File: config.mk
export PLATFORM = sky130hd
export DESIGN_NAME = req_dispatch
export DESIGN_NICKNAME = d
export VERILOG_FILES = /design/src/rtl/req_dispatch_pkg.sv /design/src/rtl/req_dispatch_btn_edge.sv /design/src/rtl/req_dispatch.sv
export VERILOG_INCLUDE_DIRS = /design/src /design/src/rtl
export SDC_FILE = /design/constraint.sdc
export NUM_CORES = 1
export LEC_CHECK = 0
export ABC_AREA = 1
export ABC_CLOCK_PERIOD_IN_PS = 900
export CORE_MARGIN = 2
export CORE_UTILIZATION = 50
export CTS_CLUSTER_DIAMETER = 60
export DETAILED_ROUTE_END_ITERATION = 10
export PLACE_DENSITY_LB_ADDON = 0.2
export SYNTH_ARGS = -nofsm -noshare
export SYNTH_HDL_FRONTEND = slang
export SYNTH_SLANG_ARGS = --single-unit
File: constraint.sdc
create_clock -name clk10hz -period 0.9 [get_ports clk10hz]
set_input_delay 0.18 -clock clk10hz [delete_from_list [all_inputs] [get_ports clk10hz]]
set_output_delay 0.18 -clock clk10hz [all_outputs]
set_load 0.005 [all_outputs]
File: src/rtl/global.vh
// rtl/global.vh - shared floor count, controller state codes and req bit positions
`ifndef GLOBAL_VH
`define GLOBAL_VH

`define F_N      8

`define RS_UP    4'h1
`define RS_DOWN  4'h2

`define DS_OPEN  4'h1
`define DS_CLOSE 4'h2

`define REQ_UP   2
`define REQ_DOWN 1
`define REQ_OPEN 0

`endif

File: src/rtl/req_dispatch_pkg.sv
// rtl/req_dispatch_pkg.sv - floor type and controller command packing helper
`include "global.vh"

package req_dispatch_pkg;

    typedef logic [7:0] floor_t;

    function automatic logic [2:0] pack_req(input logic up, input logic down, input logic open);
        logic [2:0] r;
        r            = '0;
        r[`REQ_UP]   = up;
        r[`REQ_DOWN] = down;
        r[`REQ_OPEN] = open;
        return r;
    endfunction

endpackage

File: src/rtl/req_dispatch_btn_edge.sv
// rtl/req_dispatch_btn_edge.sv - btn_edge: per-bit 2-flop synchroniser and rising-edge detector
module btn_edge #(
    parameter int W = 1
) (
    input  logic         clk_i,
    input  logic         rst_ni,
    input  logic [W-1:0] btn_i,
    output logic [W-1:0] rise_o
);

    logic [W-1:0] sync1_q;
    logic [W-1:0] sync2_q;
    logic [W-1:0] prev_q;
    logic [W-1:0] armed_q;
    logic [1:0]   flush_q;

    // A bit is armed only once its synchronised level has been seen low after
    // reset, so a button held through reset never counts as a fresh press.
    always_ff @(posedge clk_i or negedge rst_ni) begin
        if (!rst_ni) begin
            sync1_q <= '0;
            sync2_q <= '0;
            prev_q  <= '0;
            armed_q <= '0;
            flush_q <= '0;
        end else begin
            sync1_q <= btn_i;
            sync2_q <= sync1_q;
            prev_q  <= sync2_q;
            flush_q <= {flush_q[0], 1'b1};
            if (flush_q[1]) begin
                armed_q <= armed_q | ~sync2_q;
            end
        end
    end

    assign rise_o = sync2_q & ~prev_q & armed_q;

endmodule

File: src/rtl/req_dispatch.sv
// rtl/req_dispatch.sv - floor call latching and up/down/open request generation
// Optional toggle-cancel of a pending call enabled by defining REQ_CANCEL_EN.
`include "global.vh"

module req_dispatch
    import req_dispatch_pkg::*;
#(
    parameter int F_N = `F_N
) (
    input  logic           clk10hz,
    input  logic           rst_n,
    input  logic [F_N-1:0] floor_btn,
    input  floor_t         curr_floor,
    input  logic [3:0]     door_state,
    input  logic [3:0]     running_state,
    output logic [2:0]     req,
    output logic [F_N-1:0] pending
);

    logic [F_N-1:0] press;
    logic [F_N-1:0] pending_q, pending_d;
    logic [2:0]     req_q, req_d;
    logic [F_N-1:0] here_vec;
    logic [F_N-1:0] clear_vec;
    logic           above, below, here;
    logic           door_open, door_close;
    logic           unused_running;

    // Direction arbitration belongs to the controller; running_state is not used here.
    assign unused_running = ^running_state;

    btn_edge #(.W(F_N)) u_btn_edge (
        .clk_i  (clk10hz),
        .rst_ni (rst_n),
        .btn_i  (floor_btn),
        .rise_o (press)
    );

    assign door_open  = (door_state == `DS_OPEN);
    assign door_close = (door_state == `DS_CLOSE);

    // Out-of-range floors match no index, so here/clear vanish and every call reads as below.
    always_comb begin
        here_vec = '0;
        above    = 1'b0;
        below    = 1'b0;
        for (int j = 0; j < F_N; j++) begin
            here_vec[j] = (8'(j) == curr_floor);
            above       = above | (pending_q[j] & (8'(j) > curr_floor));
            below       = below | (pending_q[j] & (8'(j) < curr_floor));
        end
    end

    assign here      = |(pending_q & here_vec);
    assign clear_vec = here_vec & {F_N{door_open}};

`ifdef REQ_CANCEL_EN
    logic [F_N-1:0] cancel_vec;
    assign cancel_vec = press & pending_q & ~here_vec;
    assign pending_d  = (pending_q | press) & ~cancel_vec & ~clear_vec;
`else
    assign pending_d  = (pending_q | press) & ~clear_vec;
`endif

    assign req_d = pack_req(above, below, here & door_close);

    always_ff @(posedge clk10hz or negedge rst_n) begin
        if (!rst_n) begin
            pending_q <= '0;
            req_q     <= '0;
        end else begin
            pending_q <= pending_d;
            req_q     <= req_d;
        end
    end

    assign pending = pending_q;
    assign req     = req_q;

endmodule

* After elaboration in Yosys (flattened, before gate mapping)
Cells that the tools add are included.
Operators by class: $lt $le $gt $ge 16, equal/unequal tests 9, bitwise gates (word level) 41, reductions and logical operators 2
Operators by type and width (number):
- bitwise AND 8 bit | 5
- equality test 3 x 8 -> 1 bit, first input constant | 4
- > comparator 3 x 8 -> 1 bit, first input constant | 4
- less-than comparator 3 x 8 -> 1 bit, first input constant | 4
- inverter 8 bit | 3
- bitwise AND 1 bit | 17
- equality test 2 x 8 -> 1 bit, first input constant | 2
- > comparator 1 x 8 -> 1 bit, first input constant | 2
- > comparator 2 x 8 -> 1 bit, first input constant | 2
- less-than comparator 1 x 8 -> 1 bit, first input constant | 2
- less-than comparator 2 x 8 -> 1 bit, first input constant | 2
- bitwise OR 8 bit | 2
- bitwise OR 1 bit | 14
- equality test 1 x 8 -> 1 bit, first input constant | 1
- zero test 8 bit | 1
- OR reduction 8 bit | 1
- equality test 4 x 1 -> 1 bit, second input constant | 1
- equality test 4 x 2 -> 1 bit, second input constant | 1
Storage, ports and cells: bits in registers 45, input port bits 26, output and inout bits 11, word-level logic and storage cells 75

* Longest topological paths before layout
Gate-level depths: netlist of the first run.
depth in word-level cells 9, mapped depth 9, mapped depth without buffers 9

* Modules after synthesis
From an unflattened synthesis of the first run, not the netlist that was laid out.
Second synthesis, totals: cell total of the unflattened synthesis 205, area total of the unflattened synthesis 1825.5 um^2
By module, submodules not included:
- btn_edge | times used 1, cells an instance 84, area an instance 1039.7 um^2, seq. area each 850.8 um^2
- req_dispatch | times used 1, cells an instance 121, area an instance 785.8 um^2, seq. area each 275.3 um^2

* Least setup slack after synthesis of the first run
Ideal clock, no wire load.
path kind input-to-reg, start input curr_floor[5], end register req_q[1], in the netlist req[1], data arrival time 0.817 ns, data required time 0.773 ns, slack -0.044 ns, stages on the path 8, buffers on the path 0, cells stage by stage nor2_2 > nand2_4 > nor2_4 > nand2_1 > nand2_1 > nand2_1 > nor2_1 > nand3_1
Between the ends: word-level cells in the longest chain between the ends 9
RTL lines:
- from (decl) | line req_dispatch.sv:13 | input floor_t curr_floor,
- less-than comparator 1 x 8 -> 1 bit | line req_dispatch.sv:50 | below = below | (pending_q[j] & (8'(j) < curr_floor));
- bitwise AND 1 bit | line req_dispatch.sv:50
- bitwise OR 1 bit (6 in a row) | line req_dispatch.sv:50
- bitwise OR 1 bit * | line req_dispatch.sv:50
- via below | line req_dispatch.sv:25 | logic above, below, here;
- to (signal assigned) | line req_dispatch.sv:73 | req_q <= req_d;
- to (decl) | line req_dispatch.sv:22 | logic [2:0] req_q, req_d;
Mark *: on every way through the listed nets, which the timed path passes. The rest lies on a longest branch. A chain may end at the register's enable or synchronous reset.

* Final worst setup path of the first run
start register pending_q[2], in the netlist pending[2], end output pending[2]
RTL lines:
- from (decl) | line req_dispatch.sv:21 | logic [F_N-1:0] pending_q, pending_d;
- from (signal assigned) | line req_dispatch.sv:72 | pending_q <= pending_d;
- to (decl) | line req_dispatch.sv:17 | output logic [F_N-1:0] pending
No word-level cell between the ends.

==> results of run 1 <==
## cells in the final DEF (no fill, tap or decap), types with 4 or more instances in the layout
| cell type | count |
|---|---|
| sky130_fd_sc_hd__buf_2 | 12 |
| sky130_fd_sc_hd__inv_1 | 15 |
| sky130_fd_sc_hd__nand2_1 | 27 |
| sky130_fd_sc_hd__nor2_1 | 10 |
| sky130_fd_sc_hd__o21ai_1 | 7 |
| sky130_fd_sc_hd__dfrtp_1 | 45 |
| sky130_fd_sc_hd__buf_4 | 25 |
| sky130_fd_sc_hd__nand3_1 | 9 |
| sky130_fd_sc_hd__inv_2 | 6 |
| sky130_fd_sc_hd__inv_4 | 4 |
| sky130_fd_sc_hd__dlygate4sd2_1 | 10 |
| sky130_fd_sc_hd__nand2_2 | 7 |
| sky130_fd_sc_hd__buf_6 | 5 |
| sky130_fd_sc_hd__nor2_4 | 6 |
| sky130_fd_sc_hd__clkbuf_4 | 5 |
| sky130_fd_sc_hd__o21bai_1 | 7 |
| sky130_fd_sc_hd__clkdlybuf4s50_1 | 10 |
| sky130_fd_sc_hd__nor2_2 | 9 |
## layer usage
layer | global-route usage (%) | vias up | wire length (µm) | part of all wire [%]
met2 | 37.5 | 59 | 2120 | 51
met1 | 27.6 | 700 | 1740 | 42
met3 | 4.23 | 18 | 202 | 4.8
met4 | 9.78 | 0 | 113 | 2.7
met5 | 0 | - | 0 | 0
li1 | - | 715 | - | -
## state kept, by name, summed over array words and instances, names as in the netlist
signal,count
req,3
pending,8
u_btn_edge.sync1_q,8
u_btn_edge.sync2_q,8
u_btn_edge.armed_q,8
u_btn_edge.prev_q,8
u_btn_edge.flush_q,2
## how the worst max path moves through the flow
| stage | start | endpoint | slack [ns] |
|---|---|---|---|
| 4_1_cts | pending[4]$_DFF_PN0_ | pending[4] | -0.20 |
| 3_3_place_gp | curr_floor[7] | req[1]$_DFF_PN0_ | -0.66 |
| 6_report | pending[2]$_DFF_PN0_ | pending[2] | -0.20 |
| 2_1_floorplan | curr_floor[7] | req[1]$_DFF_PN0_ | -0.03 |
| 5_1_grt | pending[4]$_DFF_PN0_ | req[2]$_DFF_PN0_ | -0.24 |
| 3_5_place_dp | curr_floor[7] | req[1]$_DFF_PN0_ | -0.64 |
## power by group
group	leakage (µW)	switching, µW	internal [µW]
Clock	0.0000322	680	325
Combinational	0.000683	184	154
Sequential	0.000479	25.8	2080
## synth_stat cells (all sizes together)
master,number
dfrtp,45
nand3b,3
nand4,1
conb,1
a32oi,3
nor2,25
o21ai,10
a2bb2oi,1
nor3b,1
inv,25
a21oi,4
a31oi,2
nand3,12
nand2,37
o21bai,7
## cell families after synthesis
logic type             synth area share (%)
AO/OA/AOI/OAI                          9.50
buffers and inverters                  5.24
AND/OR/NAND/NOR                        22.2
other                                 0.209
flip-flops                             62.9
## per-stage QoR
| step | cells | hold slack (ns) | setup WS [ns] | TNS, ns |
|---|---|---|---|---|
| global route | 296 | 0.227 | -0.238 | -3.15 |
| CTS | 295 | 0.188 | -0.198 | -2.46 |
| finish | 296 | 0.232 | -0.201 | -2.33 |
| floorplan | 177 | -0.116 | -0.0304 | -0.0304 |
| global placement | 282 | 0.105 | -0.656 | -6.93 |
| detailed placement | 282 | 0.116 | -0.642 | -7.21 |
## repair_timing
action	CTS	global route
hold endpoints to repair	12	0
cloned	0	0
hold buffers	1	0
endpoints found under the setup margin	22	22
pin swaps	16	10
gates resized for setup	72	20
buffers inserted	6	1
## layout make-up
cell class / instances / area, µm² / area share (%)
clock buffer: 5 / 37.5 / 1.48
multi-input combinational: 107 / 647 / 25.5
clock inverter: 3 / 25.0 / 0.986
tap: 46 / 57.6 / 2.27
inverter: 25 / 104 / 4.09
sequential: 45 / 1130 / 44.4
timing repair buffer: 65 / 542 / 21.3
==> impl_table.tex, run 1 <==
\begin{tabular}{lr}
\hline
Metric & Value \\
\hline
\multicolumn{2}{l}{\textbf{Clocking}} \\
\quad Clock transition time at the flip-flop clock pins of the worst setup and hold paths & 0.14 ns \\
\quad CTS tree & built \\
\quad Buffer cell driving the clock tree root & sky130\_fd\_sc\_hd\_\_clkbuf\_4 \\
\quad Later-pin clock latency in the skew report & between 0.3 and 0.4 ns \\
\quad CTS Buf Count & 5 \\
\quad Total number of clock tree sinks & 45 \\
\quad H-tree depth reported by CTS & 2 \\
\quad Number of buffers on the longest clock path & 2 \\
\multicolumn{2}{l}{\textbf{Drt}} \\
\quad Per-cell routed wire length & 14.1 µm \\
\quad Remaining routing DRC violations & 0 \\
\quad Detailed router's first-iteration violation count & 89 \\
\quad Via density & 5.04 \\
\quad Total wirelength of the detailed-routed design & 4.17 mm \\
\quad Initial DRT Pass Iterations & 4 \\
\quad Routed Antenna Nets & 0 \\
\quad Vias & 1,492 \\
\multicolumn{2}{l}{\textbf{GRT}} \\
\quad First-pass GRT wire length & 6.92 mm \\
\quad Tot GR Track Use & roughly 22\% \\
\quad Vias in the first global route & between 1,500 and 2,000 \\
\quad Total grt overflow & 0 \\
\quad Maximum number of pins on one net before global-route repair & 24 \\
\quad Initial antenna violation count & 0 \\
\multicolumn{2}{l}{\textbf{STA}} \\
\quad Max Transition Viols Final & 0 \\
\quad Fin crit share & 122\% \\
\quad Shortest clock period the worst path allows after layout & roughly 1.1 ns \\
\quad Final Hold Viols & 0 \\
\quad Highest clock rate & 0.908 GHz \\
\quad Worst Setup Slack, final & -0.201 ns \\
\quad Final Setup Violations & 16 \\
\quad Clock Skew & 0.00410 ns \\
\quad Setup repair after global routing missed its margin & true \\
\multicolumn{2}{l}{\textbf{Pwr}} \\
\quad Post-layout total power & 3450 µW \\
\quad Worst IR Drop VDD & 1.29 mV \\
\quad Pleak & 0.00119 µW \\
\quad Power per unit of standard cell area & 1360 nW/µm² \\
\multicolumn{2}{l}{\textbf{Worst setup path}} \\
\quad Critical R2R Launch & pending[4]\$\_DFF\_PN0\_ \\
\quad Cell chain of the critical path & buf\_2 \\
\quad WP depth & 1 \\
\quad Category of the worst setup path capture point & output port \\
\quad Crit Path Class & flip-flop to output port \\
\quad Element type at the critical path start & flip-flop \\
\quad Arrival time of the worst setup path & slightly above 0.9 ns \\
\quad Slowest cell on the critical path & sky130\_fd\_sc\_hd\_\_dfrtp\_1 \\
\quad Worst r2r path cells & 6 \\
\quad Slack of the worst reg-to-reg path & -0.18 ns \\
\quad Longest individual stage delay on the worst path & 0.43 ns \\
\quad Terminus of the critical flop-to-flop path & req[2]\$\_DFF\_PN0\_ \\
\quad Required time worst endpoint & 0.72 ns \\
\quad WP buf/inv & 1 \\
\quad Largest delay share family, worst path & flip-flops \\
\quad Critical path peak fanout & 2 \\
\multicolumn{2}{l}{\textbf{Floorplan}} \\
\quad Overall die height & about 64 µm \\
\quad Die area & 4080 µm² \\
\quad Rows & 21 \\
\quad CORE AREA & 3390 µm² \\
\quad Initial cell density of the core & 52.8\% \\
\quad Count of pins on the block boundary & 37 \\
\quad Die width & $\sim$64 µm \\
\multicolumn{2}{l}{\textbf{Run status}} \\
\quad Violated checks & negative setup slack \\
\quad Run status & complete, but fails checks \\
\multicolumn{2}{l}{\textbf{Logic synthesis}} \\
\quad Yosys reg bits & 45 \\
\quad Ranking of synthesized cells by area & sky130\_fd\_sc\_hd\_\_dfrtp\_1, sky130\_fd\_sc\_hd\_\_nand2\_1, sky130\_fd\_sc\_hd\_\_inv\_1 \\
\quad Synth Cell Area & 1790 µm² \\
\quad Post-synthesis sequential area ratio & between 60\% and 70\% \\
\quad Average cell area after synthesis & 10.1 µm² \\
\quad Number of warnings printed during yosys synthesis & 0 \\
\quad Area share of the largest cell type after synthesis & 62.9\% \\
\quad Post-synthesis cell type with the largest combined area & sky130\_fd\_sc\_hd\_\_dfrtp\_1 \\
\quad Post-synthesis net count & 203 \\
\quad Cells after Synth & 177 \\
\quad Count of cell types in the netlist & 21 \\
\multicolumn{2}{l}{\textbf{Placement}} \\
\quad Global placement routability congestion & 0.867 \\
\quad Detailed placement HPWL & 3.06 mm \\
\quad Port Buf Inserts & 32 \\
\quad Placement Cell Area & 2400 µm² \\
\multicolumn{2}{l}{\textbf{Hold path}} \\
\quad Number of cells on the worst hold path & 4 \\
\quad Endpoint of the worst hold-timing path & req[0]\$\_DFF\_PN0\_ \\
\quad Class of the worst hold path & primary input to flip-flop \\
\quad Hold\_sp & door\_state[0] \\
\multicolumn{2}{l}{\textbf{Final layout}} \\
\quad Area growth syn-to-layout & 41.8\% \\
\quad Net total in the final layout & 275 \\
\quad Final instance area & $\sim$2500 µm² \\
\quad Number of diodes added for antenna fixing & 0 \\
\quad Count of fill cells added during filler insertion & 251 \\
\quad Layout cell share with drive strength beyond 1 & a little under two fifths \\
\quad End-of-flow core utilization & 74.9\% \\
\multicolumn{2}{l}{\textbf{Job}} \\
\quad Number of maximum-capacitance violations & 0 \\
\hline
\end{tabular}
(Power assumes the default switching activity.)
==> run 2: changes to the inputs <==
CTS_BUF_LIST = sky130_fd_sc_hd__clkbuf_8   (was unset)
SLEW_MARGIN = 20   (was unset)
==> run 2 against run 1 <==
Compared with the run above: utilization is 3.1 points higher; the run still ends with negative setup slack left; register-to-register slack barely moved; clock power grew 27%; routed wire length increased by 3.0%; via count about the same; hold slack improved by 0.0082 ns.
==> impl_table.tex, run 2 (synthesis results as in run 1) <==
\begin{tabular}{lr}
\hline
Metric & Value \\
\hline
\multicolumn{2}{l}{\textbf{Run status}} \\
\quad Run status & complete, but fails checks \\
\quad Violated checks & negative setup slack \\
\multicolumn{2}{l}{\textbf{Final layout}} \\
\quad Commonest cells after routing, fill and taps aside & sky130\_fd\_sc\_hd\_\_dfrtp\_1, sky130\_fd\_sc\_hd\_\_buf\_4, sky130\_fd\_sc\_hd\_\_nand2\_1, sky130\_fd\_sc\_hd\_\_inv\_1, sky130\_fd\_sc\_hd\_\_buf\_2 \\
\quad Total area of multi-input combinational cells & 734 µm² (+14\%) \\
\quad Register area & 1130 µm² (unchanged) \\
\quad Layout cell share with drive strength beyond 1 & 46.4\% (+8.8 points) \\
\quad Number of diodes added for antenna fixing & 0 (unchanged) \\
\quad Count of fill cells added during filler insertion & 212 (-16\%) \\
\quad Most common cell after layout, fill and taps aside & sky130\_fd\_sc\_hd\_\_dfrtp\_1 \\
\quad Area growth syn-to-layout & 47.6\% \\
\quad Net total in the final layout & 277 (+0.73\%) \\
\multicolumn{2}{l}{\textbf{Clocking}} \\
\quad Buffer cell driving the clock tree root & sky130\_fd\_sc\_hd\_\_clkbuf\_8 \\
\quad H-tree depth reported by CTS & 2 (unchanged) \\
\quad Later-pin clock latency in the skew report & 0.30 ns (-0.05 ns) \\
\quad Clock transition time at the flip-flop clock pins of the worst setup and hold paths & 0.09 ns (-0.05 ns) \\
\quad Number of buffers on the longest clock path & 2 (unchanged) \\
\quad Total number of clock tree sinks & 45 (unchanged) \\
\quad CTS Buf Count & 5 (unchanged) \\
\quad CTS tree & built \\
\multicolumn{2}{l}{\textbf{Placement}} \\
\quad Detailed placement HPWL & 3.06 mm (unchanged) \\
\quad Port Buf Inserts & 32 (unchanged) \\
\quad Global placement routability congestion & 0.867 (unchanged) \\
\multicolumn{2}{l}{\textbf{Worst setup path}} \\
\quad Crit Path Class & flip-flop to flip-flop \\
\quad Required time worst endpoint & 1.09 ns (+0.37 ns) \\
\quad Critical path peak fanout & 2 (unchanged) \\
\quad Element type at the critical path start & flip-flop \\
\quad Category of the worst setup path capture point & flip-flop \\
\quad Arrival time of the worst setup path & 1.27 ns (+0.35 ns) \\
\multicolumn{2}{l}{\textbf{STA}} \\
\quad Shortest clock period the worst path allows after layout & 1.07 ns (-0.0272 ns) \\
\quad Setup repair after global routing missed its margin & true \\
\quad Final Hold Viols & 0 (unchanged) \\
\quad Worst slack on hold paths & 0.240 ns (+0.00819 ns) \\
\quad Clock Skew & 0.00861 ns (+0.00451 ns) \\
\quad Final Setup Violations & 15 (-1) \\
\quad Highest clock rate & 0.931 GHz (+2.5\%) \\
\quad Fin crit share & 119\% (-3.0 points) \\
\quad Worst Setup Slack, final & -0.174 ns (+0.0272 ns) \\
\quad Max Transition Viols Final & 0 (unchanged) \\
\multicolumn{2}{l}{\textbf{Pwr}} \\
\quad Power per unit of standard cell area & 1420 nW/µm² (+4.5\%) \\
\quad Pleak & 0.00123 µW (+3.4\%) \\
\quad Worst IR Drop VDD & 1.20 mV (-6.9\%) \\
\quad Post-layout total power & 3760 µW (+8.8\%) \\
\quad Clock network fraction of total power & 34.0\% (+4.9 points) \\
\quad Seq pwr share & 56.2\% (-4.9 points) \\
\quad Internal power contribution & 2810 µW (+9.6\%) \\
\quad Combinational share of power & 9.8\% (about the same) \\
\quad Reported net switching power & 947 µW (+6.3\%) \\
\quad Switching fraction of total power & 25.2\% (-0.58 points) \\
\multicolumn{2}{l}{\textbf{GRT}} \\
\quad First-pass GRT wire length & 7.07 mm (+2.2\%) \\
\quad Initial antenna violation count & 0 (unchanged) \\
\quad Tot GR Track Use & 22.7\% (+0.57 points) \\
\quad Maximum number of pins on one net before global-route repair & 24 (unchanged) \\
\quad Total grt overflow & 0 (unchanged) \\
\quad Vias in the first global route & 1,557 (+1.0\%) \\
\multicolumn{2}{l}{\textbf{Drt}} \\
\quad Total wirelength of the detailed-routed design & 4.30 mm (+3.0\%) \\
\quad Via density & 5.00 (-0.74\%) \\
\quad Per-cell routed wire length & 14.4 µm (+2.3\%) \\
\quad Detailed router's first-iteration violation count & 79 (-11\%) \\
\quad Remaining routing DRC violations & 0 (unchanged) \\
\quad Initial DRT Pass Iterations & 4 (unchanged) \\
\quad Vias & 1,491 (-0.067\%) \\
\quad Routed Antenna Nets & 0 (unchanged) \\
\multicolumn{2}{l}{\textbf{Floorplan}} \\
\quad CORE AREA & 3390 µm² (unchanged) \\
\quad Die area & 4080 µm² (unchanged) \\
\quad Initial cell density of the core & 52.8\% (unchanged) \\
\quad Overall die height & 63.8 µm (unchanged) \\
\quad Die width & 63.8 µm (unchanged) \\
\quad Count of pins on the block boundary & 37 (unchanged) \\
\quad Rows & 21 (unchanged) \\
\multicolumn{2}{l}{\textbf{Hold path}} \\
\quad Class of the worst hold path & primary input to flip-flop \\
\multicolumn{2}{l}{\textbf{Job}} \\
\quad Number of maximum-capacitance violations & 0 (unchanged) \\
\hline
\end{tabular}
-- run 2: cell types whose count changed in the layout (fill, tap and decap cells not counted), moves of 3 or more --
cell / delta
sky130_fd_sc_hd__clkbuf_2: +8
sky130_fd_sc_hd__clkbuf_4: -5
sky130_fd_sc_hd__clkbuf_8: +5
sky130_fd_sc_hd__dlygate4sd2_1: -8
sky130_fd_sc_hd__inv_2: +5
sky130_fd_sc_hd__inv_4: -4
sky130_fd_sc_hd__nand3_1: -3
sky130_fd_sc_hd__nand3_4: +3
sky130_fd_sc_hd__nor2_4: +3
sky130_fd_sc_hd__o21ai_2: +3
-- run 2: cell type report --
class / instances / area share, %
Timing Repair Buffer: 67 / 20.1
Inverter: 25 / 3.74
Tap cell: 46 / 2.18
Multi-Input combinational cell: 107 / 27.8
Clock inverter: 3 / 0.947
Sequential cell: 45 / 42.6
Clock buffer: 5 / 2.60
-- run 2: worst max-delay path: stages, from the launching register on --
cell and delay [ns]:
sky130_fd_sc_hd__dfrtp_1 0.42, sky130_fd_sc_hd__buf_6 0.13, sky130_fd_sc_hd__buf_6 0.11, sky130_fd_sc_hd__nand3_4 0.08
sky130_fd_sc_hd__nand2_4 0.05, sky130_fd_sc_hd__nor2_4 0.12, sky130_fd_sc_hd__a21oi_2 0.06
-- run 2: per-layer routing --
metal / up-vias / part of all wire, % / wire length, µm / GRT usage (%)
met2: 59 / 50 / 2140 / 38.2
li1: 715 / - / - / -
met4: 0 / 3.2 / 136 / 10.3
met3: 15 / 5.6 / 239 / 4.23
met1: 702 / 41 / 1780 / 28.6
met5: - / 0 / 0 / 0
-- run 2: final timing paths --
path                                                 start                              end  slack [ns]  cells after the start
max                                   pending[2]$_DFF_PN0_                 req[0]$_DFF_PN0_       -0.17                      6
max in group asynchronous                            rst_n  u_btn_edge.sync1_q[3]$_DFF_PN0_        0.12                      3
max reg2reg                           pending[2]$_DFF_PN0_                 req[0]$_DFF_PN0_       -0.17                      6
min reg2reg                u_btn_edge.sync1_q[5]$_DFF_PN0_  u_btn_edge.sync2_q[5]$_DFF_PN0_        0.35                      0
min in group asynchronous                            rst_n             pending[3]$_DFF_PN0_        0.34                      2
min                                          door_state[3]                 req[0]$_DFF_PN0_        0.24                      4
-- run 2: through the flow --
step	instances	setup WS [ns]	util (%)	area [µm²]	TNS, ns
global route	298	-0.198	78.0	2640	-1.90
CTS	295	-0.141	75.2	2550	-1.45
finish	298	-0.174	78.0	2640	-1.41
floorplan	177	-0.0304	-	1800	-0.0304
global placement	282	-0.656	70.8	2400	-6.93
detailed placement	282	-0.642	70.8	2400	-7.21
-- run 2: power groups by stage --
stage	clock network [µW]	logic [µW]	registers (µW)
CTS	1320	349	2110
global route	1390	404	2120
finish	1280	368	2110
detailed placement	0	330	2150
global placement	0	322	2140
floorplan	0	102	2140
-- run 2: what timing repair did --
item	in CTS	in global routing
hold buffers	1	0
buffers inserted	6	3
gates resized for setup	82	47
endpoints found under the setup margin	22	23
endpoints found under the hold margin	12	0
pin swaps	14	19
==> run 3: changes to the inputs <==
CORE_MARGIN = 3   (was 2)
CORE_UTILIZATION = 52   (was 50)
==> run 3 against run 2 <==
Compared with the run above: the run still ends with negative setup slack left; non-clock buffer count down 7; design area down 5.6%; utilization up 0.54 points; die area up 2.6%; hold slack worse by 0.0046 ns; count of clock-buffer cells in the layout unchanged; clock skew down 0.0033 ns; sequential power about the same; sequential cell count unchanged; critical path type unchanged.
==> impl_table.tex, run 3 (synthesis results as in run 1) <==
\begin{tabular}{lr}
\hline
Metric & Value \\
\hline
\multicolumn{2}{l}{\textbf{Worst setup path}} \\
\quad Category of the worst setup path capture point & flip-flop \\
\quad Element type at the critical path start & flip-flop \\
\quad Arrival time of the worst setup path & 1.22 ns (-0.05 ns) \\
\quad Required time worst endpoint & 1.08 ns (about the same) \\
\quad Slowest cell on the critical path & sky130\_fd\_sc\_hd\_\_dfrtp\_1 \\
\quad WP buf/inv & 1 (-1) \\
\quad Cell chain of the critical path & buf\_4, nand3\_1, nand2\_1, nor2\_1, a21oi\_1 \\
\quad Crit Path Class & flip-flop to flip-flop \\
\quad Slack of the worst reg-to-reg path & -0.14 ns (+0.03 ns) \\
\quad Critical R2R Launch & pending[1]\$\_DFF\_PN0\_ \\
\quad Largest delay share family, worst path & flip-flops \\
\quad Longest individual stage delay on the worst path & 0.39 ns (-0.03 ns) \\
\quad Worst r2r path cells & 5 (-1) \\
\quad Terminus of the critical flop-to-flop path & req[0]\$\_DFF\_PN0\_ \\
\quad Critical path peak fanout & 4 (+2) \\
\multicolumn{2}{l}{\textbf{Placement}} \\
\quad Global placement routability congestion & 0.865 (-0.23\%) \\
\quad Detailed placement HPWL & 2.98 mm (-2.4\%) \\
\quad Number of instances in the placed design & 275 (-2.5\%) \\
\quad Placement Setup Slack & -0.628 ns (+0.0144 ns) \\
\quad Placement Cell Area & 2350 µm² (-2.2\%) \\
\quad Port Buf Inserts & 32 (unchanged) \\
\multicolumn{2}{l}{\textbf{STA}} \\
\quad Max Transition Viols Final & 0 (unchanged) \\
\quad Fin crit share & 116\% (-3.9 points) \\
\quad Shortest clock period the worst path allows after layout & 1.04 ns (-0.0347 ns) \\
\quad Highest clock rate & 0.962 GHz (+3.3\%) \\
\quad Worst slack on hold paths & 0.236 ns (-0.00457 ns) \\
\quad Final Setup Violations & 14 (-1) \\
\quad Worst Setup Slack, final & -0.140 ns (+0.0347 ns) \\
\quad Final Hold Viols & 0 (unchanged) \\
\quad Clock Skew & 0.00536 ns (-0.00325 ns) \\
\quad Setup repair after global routing missed its margin & true \\
\multicolumn{2}{l}{\textbf{Clocking}} \\
\quad H-tree depth reported by CTS & 2 (unchanged) \\
\quad Number of buffers on the longest clock path & 2 (unchanged) \\
\quad CTS Buf Count & 5 (unchanged) \\
\quad Later-pin clock latency in the skew report & 0.30 ns (about the same) \\
\quad Total number of clock tree sinks & 45 (unchanged) \\
\quad CTS tree & built \\
\quad Buffer cell driving the clock tree root & sky130\_fd\_sc\_hd\_\_clkbuf\_8 \\
\quad Clock transition time at the flip-flop clock pins of the worst setup and hold paths & 0.09 ns (about the same) \\
\multicolumn{2}{l}{\textbf{Final layout}} \\
\quad End-of-flow core utilization & 78.5\% (+0.54 points) \\
\quad Layout cell share with drive strength beyond 1 & 38.8\% (-7.7 points) \\
\quad Post-route insts no fill & 289 (-3.0\%) \\
\quad Area growth syn-to-layout & 39.3\% \\
\quad Net total in the final layout & 270 (-2.5\%) \\
\quad Total area of multi-input combinational cells & 661 µm² (-10\%) \\
\quad Count of fill cells added during filler insertion & 225 (+6.1\%) \\
\quad Final instance area & 2490 µm² (-5.6\%) \\
\quad Commonest cells after routing, fill and taps aside & sky130\_fd\_sc\_hd\_\_dfrtp\_1, sky130\_fd\_sc\_hd\_\_nand2\_1, sky130\_fd\_sc\_hd\_\_buf\_4, sky130\_fd\_sc\_hd\_\_inv\_1, sky130\_fd\_sc\_hd\_\_buf\_2 \\
\quad Most common cell after layout, fill and taps aside & sky130\_fd\_sc\_hd\_\_dfrtp\_1 \\
\quad Register area & 1130 µm² (unchanged) \\
\quad Number of diodes added for antenna fixing & 0 (unchanged) \\
\multicolumn{2}{l}{\textbf{GRT}} \\
\quad Initial antenna violation count & 0 (unchanged) \\
\quad Maximum number of pins on one net before global-route repair & 42 (+75\%) \\
\quad Total grt overflow & 0 (unchanged) \\
\quad Tot GR Track Use & 22.1\% (-0.63 points) \\
\quad First-pass GRT wire length & 6.91 mm (-2.2\%) \\
\quad Vias in the first global route & 1,461 (-6.2\%) \\
\multicolumn{2}{l}{\textbf{Drt}} \\
\quad Vias & 1,454 (-2.5\%) \\
\quad Total wirelength of the detailed-routed design & 4.26 mm (-0.95\%) \\
\quad Routed Antenna Nets & 0 (unchanged) \\
\quad Remaining routing DRC violations & 0 (unchanged) \\
\quad Initial DRT Pass Iterations & 6 (+2) \\
\quad Detailed router's first-iteration violation count & 97 (+23\%) \\
\quad Per-cell routed wire length & 14.7 µm (+2.1\%) \\
\quad Via density & 5.03 (+0.56\%) \\
\multicolumn{2}{l}{\textbf{Job}} \\
\quad Number of maximum-capacitance violations & 0 (unchanged) \\
\multicolumn{2}{l}{\textbf{Pwr}} \\
\quad Power per unit of standard cell area & 1470 nW/µm² (+3.2\%) \\
\quad Worst IR Drop VDD & 1.44 mV (+20\%) \\
\quad Pleak & 0.00117 µW (-5.4\%) \\
\multicolumn{2}{l}{\textbf{Floorplan}} \\
\quad Initial cell density of the core & 56.3\% (+3.5 points) \\
\quad Die width & 64.7 µm (+1.3\%) \\
\quad Overall die height & 64.7 µm (+1.3\%) \\
\quad Rows & 20 (-4.8\%) \\
\quad Die area & 4180 µm² (+2.6\%) \\
\quad CORE AREA & 3180 µm² (-6.2\%) \\
\quad Count of pins on the block boundary & 37 (unchanged) \\
\multicolumn{2}{l}{\textbf{Run status}} \\
\quad Run status & complete, but fails checks \\
\quad Violated checks & negative setup slack \\
\multicolumn{2}{l}{\textbf{Hold path}} \\
\quad Class of the worst hold path & primary input to async pin \\
\hline
\end{tabular}
-- run 3: what timing repair did --
item | in CTS | in global routing
endpoints found under the setup margin | 22 | 21
pin swaps | 20 | 14
hold buffers | 1 | 0
resized for setup | 77 | 26
cloned | 0 | 0
setup buffers | 3 | 4
endpoints found under the hold margin | 45 | 0
-- run 3: layout make-up --
type,instances,area share (%)
inverter,25,3.96
tap,44,2.21
multi-input combinational,107,26.5
clock inverter,3,0.752
timing repair buffer,60,18.7
sequential,45,45.1
clock buffer,5,2.76
-- run 3: worst max path at each step --
| stage | slack, ns | start | depth (start not counted) | endpoint |
|---|---|---|---|---|
| 2_1_floorplan | -0.03 | curr_floor[7] | 8 | req[1]$_DFF_PN0_ |
| 3_3_place_gp | -0.65 | curr_floor[7] | 9 | req[1]$_DFF_PN0_ |
| 3_5_place_dp | -0.63 | curr_floor[5] | 9 | req[1]$_DFF_PN0_ |
| 4_1_cts | -0.11 | pending[6]$_DFF_PN0_ | 1 | pending[6] |
| 5_1_grt | -0.15 | pending[1]$_DFF_PN0_ | 5 | req[0]$_DFF_PN0_ |
| 6_report | -0.14 | pending[1]$_DFF_PN0_ | 5 | req[0]$_DFF_PN0_ |
-- run 3: layer usage --
layer,wire (µm),up-vias,global-route usage (%)
li1,-,705,-
met1,1800,705,27.8
met2,2220,36,38.4
met3,160,8,3.81
met4,74,0,7.92
met5,0,-,0
-- run 3: through the flow --
stage          TNS [ns]  power (µW)
3_3_place_gp      -6.84        2450
6_report          -1.18        3660
5_1_grt           -1.71        3800
3_5_place_dp      -7.12        2460
2_1_floorplan   -0.0304        2240
4_1_cts           -1.19        3660
-- run 3: power by group --
group | total, µW | switching, µW | internal (µW)
combinational | 339 | 192 | 147
clock | 1210 | 677 | 536
sequential | 2110 | 25.1 | 2080
